File: config.mk
export PLATFORM = sky130hd
export DESIGN_NAME = tug_playfield_flat
export DESIGN_NICKNAME = d
export VERILOG_FILES = /design/src/rtl/tug_playfield_if.sv /design/src/rtl/tug_playfield.sv /design/src/flat_wrapper.sv
export SDC_FILE = /design/constraint.sdc
export NUM_CORES = 1
export LEC_CHECK = 0
export CAP_MARGIN = 10
export CORE_MARGIN = 3
export CORE_UTILIZATION = 40
export DETAILED_ROUTE_END_ITERATION = 8
export PLACE_DENSITY = 0.77
export SYNTH_ARGS = -nofsm -noshare
export SYNTH_HDL_FRONTEND = slang
export SYNTH_SLANG_ARGS = --single-unit
File: constraint.sdc
create_clock -name clk -period 3.4 [get_ports clk]
set_input_delay 0.34 -clock clk [delete_from_list [all_inputs] [get_ports clk]]
set_output_delay 0.34 -clock clk [all_outputs]
set_load 0.05 [all_outputs]
File: src/rtl/tug_playfield_if.sv
// Player-facing signal bundle for the tug-of-war light bar: raw keys and round
// control in, LED bar, edge flags, win strobes and scores out.
interface tug_playfield_if #(
  parameter int N_LIGHTS = 9,
  parameter int SCORE_W  = 3
);
  logic                L;
  logic                R;
  logic                new_round;
  logic [N_LIGHTS-1:0] lights;
  logic                LE;
  logic                RE;
  logic                win_L;
  logic                win_R;
  logic [SCORE_W-1:0]  score_L;
  logic [SCORE_W-1:0]  score_R;

  modport master (
    output L, R, new_round,
    input  lights, LE, RE, win_L, win_R, score_L, score_R
  );

  modport slave (
    input  L, R, new_round,
    output lights, LE, RE, win_L, win_R, score_L, score_R
  );
endinterface

File: src/rtl/tug_playfield.sv
// Tug-of-war playfield: conditions the two player keys, walks a single lit
// position along the bar, detects wins, keeps saturating round scores.

module tug_key_cond #(
  parameter int STAGES = 2
) (
  input  logic clk,
  input  logic reset,
  input  logic key,
  output logic press
);
  // [STAGES-1:0] is the synchronizer, [STAGES] the previous-value FF.
  logic [STAGES:0] sync_pipe;

  always_ff @(posedge clk) begin
    if (reset) sync_pipe <= '0;
    else       sync_pipe <= {sync_pipe[STAGES-1:0], key};
  end

  assign press = sync_pipe[STAGES-1] & ~sync_pipe[STAGES];
endmodule

module tug_playfield #(
  parameter int N_LIGHTS = 9,
  parameter int SCORE_W  = 3
) (
  input logic          clk,
  input logic          reset,
  tug_playfield_if.slave pf
);
  localparam int PW = $clog2(N_LIGHTS);
  localparam logic [PW-1:0] CTR = PW'((N_LIGHTS - 1) / 2);
  localparam logic [PW-1:0] TOP = PW'(N_LIGHTS - 1);
  localparam logic [SCORE_W-1:0] SMAX = '1;

  localparam logic [1:0] ST_PLAY  = 2'd0;
  localparam logic [1:0] ST_WON_L = 2'd1;
  localparam logic [1:0] ST_WON_R = 2'd2;

  logic [1:0]         keys, press;
  logic               lp, rp;
  logic [1:0]         state;
  logic [PW-1:0]      pos;
  logic               win_l, win_r;
  logic [SCORE_W-1:0] score_l, score_r;
  logic [N_LIGHTS-1:0] bar;

  assign keys = {pf.L, pf.R};

  tug_key_cond #(.STAGES(2)) u_key [1:0] (
    .clk   (clk),
    .reset (reset),
    .key   (keys),
    .press (press)
  );

  assign lp = press[1];
  assign rp = press[0];

  always_ff @(posedge clk) begin
    if (reset) begin
      state   <= ST_PLAY;
      pos     <= CTR;
      win_l   <= 1'b0;
      win_r   <= 1'b0;
      score_l <= '0;
      score_r <= '0;
    end else begin
      win_l <= 1'b0;
      win_r <= 1'b0;
      if (pf.new_round) begin
        // Round restart beats any same-cycle press.
        state <= ST_PLAY;
        pos   <= CTR;
      end else if (state == ST_PLAY) begin
        if (lp && !rp) begin
          if (pos == TOP) begin
            state <= ST_WON_L;
            win_l <= 1'b1;
            if (score_l != SMAX) score_l <= score_l + 1'b1;
          end else begin
            pos <= pos + 1'b1;
          end
        end else if (rp && !lp) begin
          if (pos == '0) begin
            state <= ST_WON_R;
            win_r <= 1'b1;
            if (score_r != SMAX) score_r <= score_r + 1'b1;
          end else begin
            pos <= pos - 1'b1;
          end
        end
      end
    end
  end

  always_comb begin
    bar = '0;
    for (int i = 0; i < N_LIGHTS; i++) bar[i] = (pos == PW'(i));
  end

  assign pf.lights  = bar;
  assign pf.LE      = (pos == TOP);
  assign pf.RE      = (pos == '0);
  assign pf.win_L   = win_l;
  assign pf.win_R   = win_r;
  assign pf.score_L = score_l;
  assign pf.score_R = score_r;
endmodule
File: src/flat_wrapper.sv
// flat-port wrapper written by rule: the top's interface ports become plain ports
module tug_playfield_flat 
#(
  parameter int N_LIGHTS = 9,
  parameter int SCORE_W  = 3
)
  (clk, reset, pf_L, pf_R, pf_new_round, pf_lights, pf_LE, pf_RE, pf_win_L, pf_win_R, pf_score_L, pf_score_R);
  tug_playfield_if #(.N_LIGHTS(N_LIGHTS), .SCORE_W(SCORE_W)) pf_i ();
  input logic clk;
  input logic reset;
  input wire logic [$bits(pf_i.L)-1:0] pf_L;
  input wire logic [$bits(pf_i.R)-1:0] pf_R;
  input wire logic [$bits(pf_i.new_round)-1:0] pf_new_round;
  output wire logic [$bits(pf_i.lights)-1:0] pf_lights;
  output wire logic [$bits(pf_i.LE)-1:0] pf_LE;
  output wire logic [$bits(pf_i.RE)-1:0] pf_RE;
  output wire logic [$bits(pf_i.win_L)-1:0] pf_win_L;
  output wire logic [$bits(pf_i.win_R)-1:0] pf_win_R;
  output wire logic [$bits(pf_i.score_L)-1:0] pf_score_L;
  output wire logic [$bits(pf_i.score_R)-1:0] pf_score_R;
  assign pf_i.L = pf_L;
  assign pf_i.R = pf_R;
  assign pf_i.new_round = pf_new_round;
  assign pf_lights = pf_i.lights;
  assign pf_LE = pf_i.LE;
  assign pf_RE = pf_i.RE;
  assign pf_win_L = pf_i.win_L;
  assign pf_win_R = pf_i.win_R;
  assign pf_score_L = pf_i.score_L;
  assign pf_score_R = pf_i.score_R;
  tug_playfield #(.N_LIGHTS(N_LIGHTS), .SCORE_W(SCORE_W)) u_core (.clk(clk), .reset(reset), .pf(pf_i));
endmodule
* Word level (Yosys, flattened, before mapping)
Index checks and enable logic that the tools add are counted.
** Word-level totals
- Bits in registers :: 20
- Output and inout port bits :: 19
- Bits of input ports :: 5
** Operators by class
- Mux-type cells :: 10
- Add/sub/neg operators :: 4
- Bitwise operators :: 8
- Reduce and logical (&&, ||, !) cells :: 15
- Equal/unequal tests :: 13
** Operator list (number)
- $eq A4 B3 Y1 const B :: 4
- $mux W4 :: 4
- $eq A4 B2 Y1 const B :: 2
- $mux W2 :: 4
- $reduce_and A4 Y1 :: 2
- $add A3 B1 Y3 const B :: 2
- $ne A3 B3 Y1 const B :: 2
- $not A1 Y1 :: 6
- $reduce_and A6 Y1 :: 1
- $reduce_and A5 Y1 :: 1
- $reduce_or A5 Y1 :: 1
- $add A4 B1 Y4 const B :: 1
- $eq A4 B1 Y1 const B :: 1
- $eq A4 B4 Y1 const B :: 1
- $logic_not A4 Y1 :: 1
- $ne A2 B2 Y1 const B :: 2
- $reduce_bool A2 Y1 :: 2
- $reduce_or A4 Y1 :: 1
- $sub A4 B1 Y4 const B :: 1
- $and A1 B1 Y1 :: 2
- $logic_and A1 B1 Y1 :: 2
- $logic_not A1 Y1 :: 2
- $logic_not A2 Y1 :: 1
- $mux W1 :: 2
- other kinds (2) :: 2

* Longest topological paths before layout
- Word-level depth :: 6
- Mapped depth :: 7
- Gate-level depth less buffers :: 6

* Modules after synthesis
A second synthesis with hierarchy kept.
** Second synthesis, totals
- Cells, all modules :: 107
- Area, all modules :: 1037.2 um2
** Modules (own cells, without submodules)
- tug_playfield :: cells each 93, times used 1, seq. area each 280.3 um2, area an instance 862.1 um2
- tug_key_cond :: cells each 7, times used 2, seq. area each 60.1 um2, area an instance 87.6 um2

* Least setup slack after synthesis
Ideal clock, no wire load.
- Path kind :: reg2reg
- From :: reg u_core.pos[0]
- To :: reg u_core.score_l[2], in the netlist u_core.pf.score_L[2]
- Stages on the path, launching flop included :: 7
- Period minus slack after synthesis :: 1.812 ns
- Setup slack :: 1.588 ns
- Required time :: 3.272 ns
- Data arrival time :: 1.685 ns
- Setup time :: 0.128 ns
- Cells stage by stage :: dfxtp_1 inv_1 ha_1 and3b_1 nand4_1 mux2i_1 nor2_1
** Between the ends
- Word-level cells in the longest chain between the ends :: 2
** RTL lines
- start, declared :: RTL line tug_playfield.sv:43 : logic [PW-1:0] pos;
- start signal, assigned :: RTL line tug_playfield.sv:82 : pos <= pos + 1'b1;
- start signal, assigned :: RTL line tug_playfield.sv:90 : pos <= pos - 1'b1;
- $eq A4 B4 Y1
- via pf_LE :: RTL line flat_wrapper.sv:15 : output wire logic [$bits(pf_i.LE)-1:0] pf_LE;
- $reduce_and A5 Y1 (no line)
- end signal, assigned :: RTL line tug_playfield.sv:80 : if (score_l != SMAX) score_l <= score_l + 1'b1;
- end, declared :: RTL line tug_playfield.sv:45 : logic [SCORE_W-1:0] score_l, score_r;
The timed path passes the listed nets, and every way through them passes these cells.
A chain may end at the register's enable or synchronous reset.

* Worst setup path after layout
- From :: reg u_core.pos[0]
- To :: out pf_LE
** Between the ends
- Word-level cells in the longest chain between the ends :: 1
** RTL lines
- $eq A4 B4 Y1 :: RTL line tug_playfield.sv:103 : assign pf.LE = (pos == TOP);
- end, declared :: RTL line flat_wrapper.sv:15
Every way passes these cells.

==> out/metrics.csv <==
metric,value,unit
place.gp.congestion,0.8211,
cts.path.max_buffers,2,
top_layer,met4,
firstDrtPassIters,4,
yosys_warnings,0,
vias_per_cell,5.112,
dp.cells,157,
required,3.06,ns
fp.dieW,57.14,um
p_sw,0.0001017,W
intPower,0.0003258,W
power_frac_seq,0.565,
synthArstFlopShare,0,
crit_fanout,7,
coreArea,2340,um2
drtIter0Drc,9,
status,"finished, final reports clean",
dieArea,3264,um2
fin_crit,2.442,ns
rows,17,
grt_max_degree,16,
synth_area,1046,um2
cts_max_level,1,
post-place-ws,1.260,ns
io_buffers,23,
diodes,0,
maxCapViolCount,0,
initial_utilization,0.4471,
skew,0.008956,ns
io_pins,24,
yosys_register_bits,20,
fmax,409.5,MHz
leakage,0.5597,nW
arrival,2.10,ns
grt_pass1_wl,3.174,mm
synth_top_cell_area_share,0.3828,
synthToLayoutAreaGrowth,25.24,%
track_usage,0.1230,
powerDensity,326.3,nW/um2
met3WireLength,102,um
wirelength,1.879,mm
antenna_found_initial,0,
wl_per_cell,11.67,um
seq_area_frac_synth,0.3828,
cp-start-kind,flip-flop,
clock-root-buffer,clkbuf_4,
worst_pin_slew,0.6741,ns
ctsHoldBuffers,0,
ant_nets,0,
hold_path.class,reg -> reg,
timing.final.crit_share,0.7183,
grt_pass1_vias,751,
finalSetupViolCount,0,
clk_pin_slew,0.10,ns
final.setup.tns,0,ns
nNetsFinal,150,
pwr-share-comb,0.125,
ys_top_cells_by_count,"dfxtp_1 (20), nor2_1 (16), ha_1 (11), nor2b_1 (9), and2_1 (8)",
hold_viol,0,
avgSynthCellArea,9.423,um2
rsz0062_at_grt,false,
cts_tree,built,
synth.most_common_cell,dfxtp_1,
drive_gt1_frac,0.06015,
p_clk_frac,0.310,
drc,0,
clock-sinks,20,
synth_top_area_cell,dfxtp_1,
syn_nets,127,
switching_share,0.2380,
synth_flop_cell,dfxtp_1,
synth.area.top_cells,"dfxtp_1 (38%), ha_1 (13%), mux2i_1 (5.7%), nor2_1 (5.7%), nor2b_1 (5.4%)",
cp-end-kind,output pin,
postCtsSetupBuffers,0,
synth_edf_count,0,
grt_overflow,0,
hold-worst-slack,0.4463,ns
cts_resized,0,
vdd_drop_max,318.2,uV
fin_cells,161,
place_hpwl,1.460,mm
fill_cells,216,
crit_type,reg -> out,
die_h,57.14,um
numCtsBuffers,3,
vias,823,
met1_length,813,um
drv_slew,0,
fin_ws,0.9579,ns
ys_types,29,
syn_inst,111,
wl_met2,930,um
clock_latency,0.29,ns
max_slew_margin,0.5459,
[per-layer routing]
| layer | vias to the layer above | global-route usage |
|---|---|---|
| met1 | 372 | 0.1419 |
| li1 | 420 | - |
| met3 | 4 | 0.03394 |
| met4 | 0 | 0.07285 |
| met5 | - | 0 |
| met2 | 27 | 0.2023 |
[final timing paths]
path / startpoint / end / slack [ns] / depth (start not counted)
setup / recovery: u_core.pos[0]$_SDFFE_PP0P_ / pf_LE / 0.96 / 4
hold / removal: u_core.u_key[1].sync_pipe[0]$_SDFF_PP0_ / u_core.u_key[1].sync_pipe[1]$_SDFF_PP0_ / 0.45 / 1
hold reg to reg: u_core.u_key[1].sync_pipe[0]$_SDFF_PP0_ / u_core.u_key[1].sync_pipe[1]$_SDFF_PP0_ / 0.45 / 1
setup reg to reg: u_core.u_key[1].sync_pipe[1]$_SDFF_PP0_ / u_core.pos[0]$_SDFFE_PP0P_ / 1.30 / 6
[metrics by stage]
stage	total power [W]	utilization	area [um2]
after floorplan	0.0002842	-	1046
after CTS	0.0004340	0.5599	1310
final	0.0004275	0.5599	1310
after global placement	0.0002989	0.5444	1274
after detailed placement	0.0003008	0.5444	1274
after global routing	0.0004501	0.5599	1310
[state kept, by name, summed over array words and instances, names as in the netlist]
| name | cells |
|---|---|
| u_core.pf.win_L | 1 |
| u_core.state | 2 |
| u_core.pos | 4 |
| u_core.pf.win_R | 1 |
| u_core.pf.score_L | 3 |
| u_core.pf.score_R | 3 |
| u_core.u_key.sync_pipe | 6 |
[power by group through the flow]
stage / sequential, W / combinational, W / clock (W)
after detailed placement: 0.000247 / 0.0000538 / 0
after global placement: 0.000247 / 0.0000522 / 0
after CTS: 0.000242 / 0.0000539 / 0.000138
after floorplan: 0.000246 / 0.0000379 / 0
after global routing: 0.000243 / 0.0000583 / 0.000149
final: 0.000242 / 0.0000535 / 0.000132
[final cells by class]
class,instances,area (um2),share of cell area
sequential,20,400.4,0.3056
inverter,5,18.77,0.01433
tap,28,35.03,0.02674
multi-input combinational,81,589.3,0.4499
clock buffer,4,36.28,0.02770
timing repair buffer,23,230.2,0.1757
[critical path, cell delays in order, from the launching register on]
cell,delay (ns)
dfxtp_1,0.38
inv_1,0.10
ha_1,0.26
and3b_1,0.25
clkdlybuf4s50_1,0.83
[placed cells by master, fill, tap and decap left out, types with 2 or more instances in the layout]
master,instances
xor2_1,3
clkdlybuf4s50_1,23
clkbuf_4,3
o21ai_0,3
nor2b_1,9
or3_1,2
dfxtp_1,20
nor2_1,16
inv_1,5
a21oi_1,3
mux2i_1,6
nand3_1,2
nand4_1,3
or4_1,3
ha_1,11
and2_1,8
[cell families after synthesis]
| family | synth area share |
|---|---|
| buf+inv | 0.05382 |
| xor+xnor | 0.03350 |
| fa+ha+maj | 0.1316 |
| simple gates | 0.2751 |
| mux | 0.05742 |
| compound gates | 0.06579 |
| flops | 0.3828 |
Note: power is estimated with default switching activity, not from simulation.
